==> config.mk <==
export PLATFORM = sky130hd
export DESIGN_NAME = pwm_ramp_ctrl_flat
export DESIGN_NICKNAME = d
export VERILOG_FILES = /design/src/rtl/pwm_ramp_ctrl_if.sv /design/src/rtl/pwm_ramp_ctrl.sv /design/src/flat_wrapper.sv
export SDC_FILE = /design/constraint.sdc
export NUM_CORES = 1
export LEC_CHECK = 0
export ABC_AREA = 1
export ABC_CLOCK_PERIOD_IN_PS = 3900
export BUFFER_PORTS_ARGS = -buffer_cell sky130_fd_sc_hd__buf_2
export CORE_ASPECT_RATIO = 0.75
export CORE_MARGIN = 2
export CORE_UTILIZATION = 35
export DETAILED_ROUTE_END_ITERATION = 10
export PLACE_DENSITY_LB_ADDON = 0.05
export SYNTH_ARGS = -nofsm -noshare
export SYNTH_HDL_FRONTEND = slang
export SYNTH_SLANG_ARGS = --single-unit
==> constraint.sdc <==
create_clock -name clk50m -period 3.9 [get_ports clk50m]
set_clock_uncertainty 0.1 [all_clocks]
set_input_delay 1.17 -clock clk50m [delete_from_list [all_inputs] [get_ports clk50m]]
set_output_delay 1.17 -clock clk50m [all_outputs]
set_load 0.01 [all_outputs]
==> src/rtl/pwm_ramp_ctrl_if.sv <==
// Control bundle between a PWM ramp controller and its host/PWM counter side.
// The slave side is the controller; state is a debug view of the FSM.
interface pwm_ramp_ctrl_if #(parameter int W = 8);
    logic         start;
    logic         stop;
    logic         mode_down;
    logic [W-1:0] per_in;
    logic [W-1:0] tgt_cmp;
    logic [W-1:0] step;
    logic [W-1:0] cnt;
    logic         en;
    logic         down;
    logic [W-1:0] cmp;
    logic [W-1:0] per;
    logic         busy;
    logic         done;
    logic [1:0]   state;

    // Level-style controls: start/stop are sampled every cycle, no ready/ack;
    // done is a single-cycle pulse qualified by nothing else.
    modport slave (
        input  start, stop, mode_down, per_in, tgt_cmp, step, cnt,
        output en, down, cmp, per, busy, done, state
    );

    modport master (
        output start, stop, mode_down, per_in, tgt_cmp, step, cnt,
        input  en, down, cmp, per, busy, done, state
    );
endinterface

==> src/rtl/pwm_ramp_ctrl.sv <==
// Ramps a PWM compare value toward a target by a fixed step once per PWM
// period, holds it there, and ramps back to zero before shutting the counter off.
module pwm_ramp_ctrl #(
    parameter int W = 8
) (
    input logic            clk50m,
    input logic            rst_n,
    pwm_ramp_ctrl_if.slave bus
);
    typedef enum logic [1:0] {
        IDLE = 2'd0,
        RAMP = 2'd1,
        HOLD = 2'd2,
        STOP = 2'd3
    } state_t;

    state_t       state;
    logic         en_q;
    logic         down_q;
    logic         busy_q;
    logic         done_q;
    logic [W-1:0] cmp_q;
    logic [W-1:0] per_q;
    logic [W-1:0] tgt;
    logic [W-1:0] stp;
    logic         boundary;
    logic [W:0]   cmp_x;
    logic [W:0]   tgt_x;
    logic [W:0]   stp_x;
    logic [W:0]   ramp_next;
    logic [W-1:0] stop_next;

    assign boundary = en_q && ((!down_q && bus.cnt == per_q) || (down_q && bus.cnt == '0));

    // One extra bit keeps cmp +/- stp from wrapping before it is clamped to tgt.
    always_comb begin
        cmp_x     = {1'b0, cmp_q};
        tgt_x     = {1'b0, tgt};
        stp_x     = {1'b0, stp};
        ramp_next = tgt_x;
        if (stp_x != '0) begin
            if (cmp_x < tgt_x) begin
                if (tgt_x - cmp_x > stp_x) ramp_next = cmp_x + stp_x;
            end else if (cmp_x > tgt_x) begin
                if (cmp_x - tgt_x > stp_x) ramp_next = cmp_x - stp_x;
            end
        end
        stop_next = '0;
        if (stp != '0 && cmp_q > stp) stop_next = cmp_q - stp;
    end

    always_ff @(posedge clk50m) begin
        if (!rst_n) begin
            state  <= IDLE;
            en_q   <= 1'b0;
            down_q <= 1'b0;
            busy_q <= 1'b0;
            done_q <= 1'b0;
            cmp_q  <= '0;
            per_q  <= '0;
            tgt    <= '0;
            stp    <= '0;
        end else begin
            done_q <= 1'b0;
            case (state)
                IDLE: begin
                    if (bus.start && !bus.stop && bus.per_in != '0) begin
                        per_q  <= bus.per_in;
                        down_q <= bus.mode_down;
                        tgt    <= bus.tgt_cmp;
                        stp    <= bus.step;
                        cmp_q  <= '0;
                        en_q   <= 1'b1;
                        busy_q <= 1'b1;
                        state  <= RAMP;
                    end
                end
                RAMP: begin
                    if (bus.stop) begin
                        state <= STOP;
                    end else if (boundary) begin
                        cmp_q <= ramp_next[W-1:0];
                        if (ramp_next == tgt_x) begin
                            state  <= HOLD;
                            done_q <= 1'b1;
                            busy_q <= 1'b0;
                        end
                    end
                end
                HOLD: begin
                    if (bus.stop) begin
                        state  <= STOP;
                        busy_q <= 1'b1;
                    end else if (bus.start) begin
                        tgt <= bus.tgt_cmp;
                        stp <= bus.step;
                        // Re-targeting to the current value needs no ramp and no done.
                        if (bus.tgt_cmp != cmp_q) begin
                            state  <= RAMP;
                            busy_q <= 1'b1;
                        end
                    end
                end
                STOP: begin
                    if (boundary) begin
                        if (cmp_q == '0) begin
                            en_q   <= 1'b0;
                            busy_q <= 1'b0;
                            state  <= IDLE;
                        end else begin
                            cmp_q <= stop_next;
                        end
                    end
                end
                default: state <= IDLE;
            endcase
        end
    end

    assign bus.en    = en_q;
    assign bus.down  = down_q;
    assign bus.cmp   = cmp_q;
    assign bus.per   = per_q;
    assign bus.busy  = busy_q;
    assign bus.done  = done_q;
    assign bus.state = state;
endmodule
==> src/flat_wrapper.sv <==
// flat-port wrapper written by rule: the top's interface ports become plain ports
module pwm_ramp_ctrl_flat 
#(
    parameter int W = 8
)
  (clk50m, rst_n, bus_start, bus_stop, bus_mode_down, bus_per_in, bus_tgt_cmp, bus_step, bus_cnt, bus_en, bus_down, bus_cmp, bus_per, bus_busy, bus_done, bus_state);
  pwm_ramp_ctrl_if #(.W(W)) bus_i ();
  input logic clk50m;
  input logic rst_n;
  input wire logic [$bits(bus_i.start)-1:0] bus_start;
  input wire logic [$bits(bus_i.stop)-1:0] bus_stop;
  input wire logic [$bits(bus_i.mode_down)-1:0] bus_mode_down;
  input wire logic [$bits(bus_i.per_in)-1:0] bus_per_in;
  input wire logic [$bits(bus_i.tgt_cmp)-1:0] bus_tgt_cmp;
  input wire logic [$bits(bus_i.step)-1:0] bus_step;
  input wire logic [$bits(bus_i.cnt)-1:0] bus_cnt;
  output wire logic [$bits(bus_i.en)-1:0] bus_en;
  output wire logic [$bits(bus_i.down)-1:0] bus_down;
  output wire logic [$bits(bus_i.cmp)-1:0] bus_cmp;
  output wire logic [$bits(bus_i.per)-1:0] bus_per;
  output wire logic [$bits(bus_i.busy)-1:0] bus_busy;
  output wire logic [$bits(bus_i.done)-1:0] bus_done;
  output wire logic [$bits(bus_i.state)-1:0] bus_state;
  assign bus_i.start = bus_start;
  assign bus_i.stop = bus_stop;
  assign bus_i.mode_down = bus_mode_down;
  assign bus_i.per_in = bus_per_in;
  assign bus_i.tgt_cmp = bus_tgt_cmp;
  assign bus_i.step = bus_step;
  assign bus_i.cnt = bus_cnt;
  assign bus_en = bus_i.en;
  assign bus_down = bus_i.down;
  assign bus_cmp = bus_i.cmp;
  assign bus_per = bus_i.per;
  assign bus_busy = bus_i.busy;
  assign bus_done = bus_i.done;
  assign bus_state = bus_i.state;
  pwm_ramp_ctrl #(.W(W)) u_core (.clk50m(clk50m), .rst_n(rst_n), .bus(bus_i));
endmodule
==> results.cfg, run 1 <==
[outcome]
status = finished, final reports clean

[critical_path]
timing.critical_path.mode_cell = nand2_1
cp-end-kind = flop
critPathLaunchType = flop
cp_slowest_cell = dfxtp_1
max_stage_delay_ns = 0.51
criticalPathCategory = reg2reg
critPathTopFamily = simple AND/OR/NAND/NOR gates
path_buf_inv = 3
cp_data_required_time_ns = 4.03
worstPathArrival_ns = 3.91
worstPathMaxFanout = 6

[global_routing]
grt_pass1_wl_mm = 24.2
antenna_found_initial = 0
grt_use_met1_pct = 37.7
grt_overflow_total = 0
grt.total_usage_pct = 24.5
busiest_layer = met1
grt_pass1_vias = 4510
grt_max_degree = 33
use_met2_pct = 34.6
grtUsageMet3_pct = 4.90

[timing]
drv_slew = 0
fmax_mhz = 264
slew_headroom_pct = 45.8
min_period_over_period_pct = 97.0
finalSetupViolations = 0
worst_slew_pin_slew_ns = 0.812
rsz0062_at_grt = true
finalHoldViolations = 0
finalCriticalPeriod_ns = 3.78

[drt]
wl_per_cell_um = 17.6
first_pass_iters = 5
wirelength_mm = 16.1
via_count = 4808
drtIter0Drc = 441
drc = 0
antenna_left = 0
via_per_inst = 5.25

[yosys]
muxShareOfSynthArea_pct = 0
synth_cells = 640
syn_avg_cell_area_um2 = 6.62
ys_seq_area_share_pct = 18.0
yosys.area_share.simple_pct = 33.1
syn_nets = 728
netlist_area_um2 = 4230
synth-compound-area-share_pct = 16.2
synthAdderAreaFrac_pct = 15.8
synth-seq-cells = 38
synth_warnings = 0
ys_types = 41
synth_top_family_by_area = simple AND/OR/NAND/NOR gates
synthXorXnorAreaFrac_pct = 5.79

[clocking]
clk_latency_ns = 0.29
cts_inserted_buffers = 5
clkSinkCount = 38
htree_levels = 2
root_buffer = clkbuf_16
clockBufferDepth = 2
postCtsHoldBufs = 0
cts_tree = yes
clk_pin_slew_ns = 0.07

[floorplan]
std_cell_rows = 34
io_pins = 59
die_y_um = 99.3
initial_utilization_pct = 36.2
chipWidth_um = 131
dieArea_um2 = 13000
core_area_um2 = 11700

[layout]
design_area_um2 = 5710
n_antenna_cell = 0
layout.nets = 841
utilization_pct = 48.8
area_growth_pct = 34.9
final_common_cell = nand2_1
final_cell_mix = nand2_1, inv_1, buf_4
drive_gt1_share_pct = 32.4

[placed_design]
hpwlAfterDp_mm = 12.5
place_area_um2 = 4990
routabilityCongestion = 0.957
io_buffers = 58

[job]
cap_violations = 0

[hold_path]
hp-class = reg2reg
layer usage:
layer	vias to the layer above	share of wire, %
met4	0	2.1
met2	172	41
met5	-	0
met1	2239	50
met3	24	6.8
li1	2373	-
synthesized netlist by cell type (all sizes together):
cell      n  share of area, %
nand3    72               9.2
a211oi    1              0.18
nand2   153                15
fa        4               1.9
xnor2     8               1.7
clkinv    1             0.089
buf      11               2.3
nor3      6              0.71
xor2     20               4.1
a31oi     5              0.74
o41ai     1              0.21
a21oi    57               7.1
o21bai    2              0.35
nand3b    1              0.18
nor2     31               3.0
nor4      5              0.74
a221o     1              0.24
nand4    23               3.4
a221oi    8               1.7
o21ai    29               3.4
a21o      2              0.35
clkbuf    9              0.83
o211ai    9               1.9
and3      1              0.15
dfxtp    38                18
or2       6              0.89
inv      89               7.9
ha       47                14
cells by family after synthesis:
group | count (synthesis)
and+or+nand+nor | 298
AOI/OAI and AO/OA | 115
buffers and inverters | 110
adders and majority gates | 51
DFF | 38
xor gates and xnor gates | 28
through the flow:
step           cells  hold WS [ns]  worst slack, ns  setup TNS (ns)
4_1_cts          901         0.378          0.00910               0
3_5_place_dp     893         0.370          -0.0722          -0.166
6_report         916         0.368            0.118               0
5_1_grt          916         0.402           -0.108          -0.179
3_3_place_gp     893         0.359          -0.0880          -0.178
2_1_floorplan    640         0.383            0.164               0
path summary, 6_finish.rpt:
check	startpoint	to	slack [ns]	cells after the start
hold / removal	u_core.bus.busy	u_core.bus.busy	0.37	2
setup reg to reg	u_core.tgt[5]	u_core.bus.state[1]	0.12	26
setup / recovery	u_core.tgt[5]	u_core.bus.state[1]	0.12	26
hold reg to reg	u_core.bus.busy	u_core.bus.busy	0.37	2
registers in the layout (all words and copies together) (netlist names):
register	count
u_core.stp	8
u_core.bus.done	1
u_core.bus.down	1
u_core.tgt	8
u_core.bus.cmp	8
u_core.bus.per	8
u_core.bus.en	1
u_core.bus.busy	1
u_core.bus.state	2
tightest hold or removal path: stages, from the launching register on:
cell and delay [ns]:
dfxtp_1 0.31, nand2_1 0.06, a21oi_1 0.05
area by class of cell:
type | instances | area, um^2
clock buffer | 5 | 125
clock inverter | 3 | 68.8
fill | 1209 | 5990
inverter | 90 | 348
multi-input combinational | 494 | 3390
sequential | 38 | 773
tap | 162 | 203
timing repair buffer | 124 | 801
repair_timing:
item	4_1_cts	5_1_grt
pin swaps	0	57
buffers inserted	0	13
setup endpoints to repair	3	10
cloned	0	2
resized for setup	3	94
Power of run 1 is left out: the tool's default activity adds up to more than one toggle a clock period on the data nets, which glitch-free logic cannot reach.
==> run 2: changes to the inputs <==
--- a/config.mk
+++ b/config.mk
@@ -6,11 +6,12 @@
 export NUM_CORES = 1
 export LEC_CHECK = 0
 export ABC_AREA = 1
-export ABC_CLOCK_PERIOD_IN_PS = 3900
+export ABC_CLOCK_PERIOD_IN_PS = 4300
 export BUFFER_PORTS_ARGS = -buffer_cell sky130_fd_sc_hd__buf_2
 export CORE_ASPECT_RATIO = 0.75
 export CORE_MARGIN = 2
 export CORE_UTILIZATION = 35
+export CTS_BUF_LIST = sky130_fd_sc_hd__clkbuf_8 sky130_fd_sc_hd__clkbuf_16
 export DETAILED_ROUTE_END_ITERATION = 10
 export PLACE_DENSITY_LB_ADDON = 0.05
 export SYNTH_ARGS = -nofsm -noshare
==> constraint.sdc (replaced) <==
create_clock -name clk50m -period 4.3 [get_ports clk50m]
set_clock_uncertainty 0.1 [all_clocks]
set_input_delay 1.29 -clock clk50m [delete_from_list [all_inputs] [get_ports clk50m]]
set_output_delay 1.29 -clock clk50m [all_outputs]
set_load 0.01 [all_outputs]
==> run 2 against run 1 <==
  * Register-to-register slack improved by 0.19 ns
  * Worst setup slack improved by 0.19 ns
  * Flip-flop and latch count did not move
  * Worst hold slack improved by 0.0018 ns
==> results.cfg, run 2 (synthesis results as in run 1) <==
[clocking]
clkSinkCount = 38
root_buffer = clkbuf_16
clk_latency_ns = 0.30
clk_pin_slew_ns = 0.07
htree_levels = 2
cts_tree = yes
cts_inserted_buffers = 5
clockBufferDepth = 2

[drt]
drc = 0
via_count = 4542
wirelength_mm = 15.0
wl_per_cell_um = 17.2
via_per_inst = 5.22
first_pass_iters = 5
drtIter0Drc = 455
antenna_left = 0

[global_routing]
use_met2_pct = 32.7
grt_pass1_vias = 4297
grt_overflow_total = 0
busiest_layer = met1
grt_use_met1_pct = 37.7
grt_max_degree = 33
grt_pass1_wl_mm = 23.7
grt.total_usage_pct = 24.0
antenna_found_initial = 0
grtUsageMet3_pct = 6.13

[timing]
slew_headroom_pct = 59.9
worst_slew_pin_slew_ns = 0.599
finalHoldViolations = 0
finalSetupViolations = 0
finalWorstSetupSlack_ns = 0.304
fmax_mhz = 250
finalCriticalPeriod_ns = 4.00
min_period_over_period_pct = 92.9
drv_slew = 0

[critical_path]
ff2ff_setup_slack_ns = 0.30
criticalPathCategory = reg2reg
worstPathArrival_ns = 4.13
worst_r2r_startpoint = u_core.bus.cmp[2]
cp-end-kind = flop
timing.critical_path.mode_cell = nand2_1
r2r_cells = 29
critPathLaunchType = flop
worstPathMaxFanout = 8
cp_data_required_time_ns = 4.43
r2r_end = u_core.bus.state[1]
max_stage_delay_ns = 0.37
cp_slowest_cell = dfxtp_2

[layout]
layout.nets = 795
area_growth_pct = 17.9
drive_gt1_share_pct = 19.1
final_cell_mix = nand2_1, inv_1, nand3_1
design_area_um2 = 4990
final_common_cell = nand2_1
n_antenna_cell = 0

[job]
cap_violations = 0

[hold_path]
whs_endpoint = u_core.bus.busy
hp-start = u_core.bus.busy
hp-class = reg2reg
whs_path_depth = 2

[floorplan]
die_y_um = 99.3
dieArea_um2 = 13000
std_cell_rows = 34
io_pins = 59
chipWidth_um = 131
core_area_um2 = 11700
initial_utilization_pct = 36.2

[outcome]
status = finished, final reports clean

[placed_design]
routabilityCongestion = 0.921
io_buffers = 58
post-place-ws_ns = 0.131
hpwlAfterDp_mm = 12.1
place_area_um2 = 4740
run 2: worst max-delay path: cells and delay by family, from the launching register on:
| kind | cells | cell delay, ns |
|---|---|---|
| AO/OA/AOI/OAI | 3 | 0.58 |
| XOR/XNOR | 1 | 0.16 |
| adder cells (fa/ha/maj) | 2 | 0.60 |
| buffers and inverters | 4 | 0.49 |
| flip-flops | 1 | 0.37 |
| AND/OR/NAND/NOR | 19 | 1.61 |
run 2: metrics by stage:
| stage | std cells | util, % | hold WS [ns] | setup TNS (ns) |
|---|---|---|---|---|
| after floorplan | 640 | - | 0.383 | 0 |
| after global placement | 860 | 40.6 | 0.352 | 0 |
| after detailed placement | 860 | 40.6 | 0.361 | 0 |
| after CTS | 868 | 42.2 | 0.373 | 0 |
| after global routing | 870 | 42.7 | 0.386 | -0.00893 |
| final | 870 | 42.7 | 0.370 | 0 |
run 2: final cells by class:
class | instances | area [um^2]
clock inverter | 3 | 68.8
multi-input combinational | 492 | 3030
clock buffer | 5 | 125
timing repair buffer | 80 | 455
inverter | 90 | 340
tap | 162 | 203
fill | 1276 | 6710
sequential | 38 | 764
run 2: per-layer routing:
metal,vias up,part of all wire (%)
met5,-,0
met4,0,0.86
met3,13,8.2
met2,170,40
met1,2075,51
li1,2284,-
run 2: how the worst max path moves through the flow:
stage / startpoint / end / slack [ns] / depth (start not counted)
finish: u_core.bus.cmp[2] / u_core.bus.state[1] / 0.30 / 29
global placement: u_core.bus.cmp[2] / u_core.bus.state[1] / 0.30 / 29
global route: u_core.bus.cmp[2] / u_core.bus.state[1] / -0.006 / 30
floorplan: u_core.bus.cmp[1] / u_core.bus.state[1] / 0.56 / 28
CTS: u_core.bus.cmp[2] / u_core.bus.state[1] / 0.11 / 30
detailed placement: u_core.bus.cmp[2] / u_core.bus.state[1] / 0.13 / 28
run 2: timing repair:
action / 4_1_cts / 5_1_grt
resized for setup: 0 / 12
hold buffers: 0 / 0
buffers inserted: 0 / 2
setup endpoints to repair: 0 / 4
Power of run 2 is left out for the same reason.
==> run 3: changes to the inputs <==
--- a/config.mk
+++ b/config.mk
@@ -14,6 +14,7 @@
 export CTS_BUF_LIST = sky130_fd_sc_hd__clkbuf_8 sky130_fd_sc_hd__clkbuf_16
 export DETAILED_ROUTE_END_ITERATION = 10
 export PLACE_DENSITY_LB_ADDON = 0.05
+export RECOVER_POWER = 25
 export SYNTH_ARGS = -nofsm -noshare
 export SYNTH_HDL_FRONTEND = slang
 export SYNTH_SLANG_ARGS = --single-unit
==> run 3 against run 2 <==
  * Via count increased by 0.26%
  * Final cell count unchanged
  * Wire length decreased by 0.33%
  * First-iteration DRC count decreased by 4.8%
  * Critical path depth unchanged
  * Cell area decreased by 0.30%
  * Flip-flop and latch count unchanged
  * Non-clock buffer count unchanged
  * Register-to-register slack about the same
  * Maximum frequency decreased by 0.23%
==> results.cfg, run 3 (synthesis results as in run 1) <==
[global_routing]
grt_overflow_total = 0
antenna_found_initial = 0
grt_pass1_vias = 4297
grt_max_degree = 33
grt_pass1_wl_mm = 23.7
grt.total_usage_pct = 24.0

[critical_path]
critPathLaunchType = flop
timing.critical_path.mode_cell = nand2_1
cp_data_required_time_ns = 4.43
worstPathMaxFanout = 8
path_buf_inv = 4
critPathTopFamily = simple AND/OR/NAND/NOR gates
cp-end-kind = flop
cp_slowest_cell = dfxtp_2
criticalPathCategory = reg2reg
worstPathArrival_ns = 4.14
max_stage_delay_ns = 0.37

[floorplan]
std_cell_rows = 34
initial_utilization_pct = 36.2
dieArea_um2 = 13000
die_y_um = 99.3
io_pins = 59
core_area_um2 = 11700
chipWidth_um = 131

[layout]
final_common_cell = nand2_1
area_growth_pct = 17.5
n_antenna_cell = 0
multi_input_comb_area_um2 = 3030
regArea_um2 = 764
drive_gt1_share_pct = 17.4
layout.nets = 795
final_cell_mix = nand2_1, inv_1, nand3_1
nFillCells = 1285
design_area_um2 = 4980

[timing]
finalSetupViolations = 0
slew_headroom_pct = 61.1
timing.setup.tns_ns = 0
finalCriticalPeriod_ns = 4.01
hold_slack_ns = 0.371
finalWorstSetupSlack_ns = 0.295
worst_slew_pin_slew_ns = 0.582
finalHoldViolations = 0
min_period_over_period_pct = 93.1
fmax_mhz = 250
drv_slew = 0

[clocking]
clockBufferDepth = 2
cts_tree = yes
clk_pin_slew_ns = 0.07
clk_latency_ns = 0.30
htree_levels = 2
root_buffer = clkbuf_16
cts_inserted_buffers = 5
clkSinkCount = 38

[placed_design]
hpwlAfterDp_mm = 12.1
io_buffers = 58
post-place-ws_ns = 0.131
routabilityCongestion = 0.921
place_area_um2 = 4740

[drt]
topRoutingLayerUsed = met4
via_per_inst = 5.23
wirelength_mm = 14.9
met3WireLength_mm = 1.14
antenna_left = 0
met2_length_mm = 6.05
wl_per_cell_um = 17.1
wl_met1_mm = 7.59
first_pass_iters = 5
via_count = 4554
drc = 0
drtIter0Drc = 433

[hold_path]
hp-class = reg2reg

[job]
cap_violations = 0

[outcome]
status = finished, final reports clean
## run 3: cell count changes in the layout (fill, tap and decap cells not counted), sizes merged
cell    change
buf        -12
clkbuf     +12
## run 3: metal layers
metal  vias to the layer above  global-route usage (%)
met5                         -                       0
met4                         0                    3.93
met3                        13                    6.13
met2                       151                    32.7
met1                      2103                    37.7
li1                       2287                       -
## run 3: worst paths after layout
path | endpoint | cells after the start | slack (ns) | startpoint
worst max-delay path | u_core.bus.state[1] | 29 | 0.29 | u_core.bus.cmp[2]
worst min-delay path | u_core.bus.busy | 2 | 0.37 | u_core.bus.busy
worst max register to register | u_core.bus.state[1] | 29 | 0.29 | u_core.bus.cmp[2]
worst min register to register | u_core.bus.busy | 2 | 0.37 | u_core.bus.busy
## run 3: tightest hold or removal path: cells and delay by family, from the launching register on
| kind | cells | cell delay [ns] |
|---|---|---|
| compound gates | 1 | 0.05 |
| flops | 1 | 0.31 |
| simple gates | 1 | 0.06 |
## run 3: final cells by class
type                            count  area share [%]
Clock buffer                        5            2.51
Clock inverter                      3            1.38
Tap cell                          162            4.07
Timing Repair Buffer               80            8.85
Sequential cell                    38            15.4
Inverter                           90            6.84
Multi-Input combinational cell    492            61.0
## run 3: metrics by stage
step / util [%] / instances
floorplan: - / 640
global placement: 40.6 / 860
detailed placement: 40.6 / 860
CTS: 42.2 / 868
global route: 42.5 / 870
finish: 42.5 / 870
## run 3: timing repair
action / CTS / global route
gates resized for setup: 0 / 12
endpoints found under the hold margin: 0 / 0
hold buffers: 0 / 0
setup endpoints to repair: 0 / 4
buffers inserted: 0 / 2
Power of run 3 is left out for the same reason.
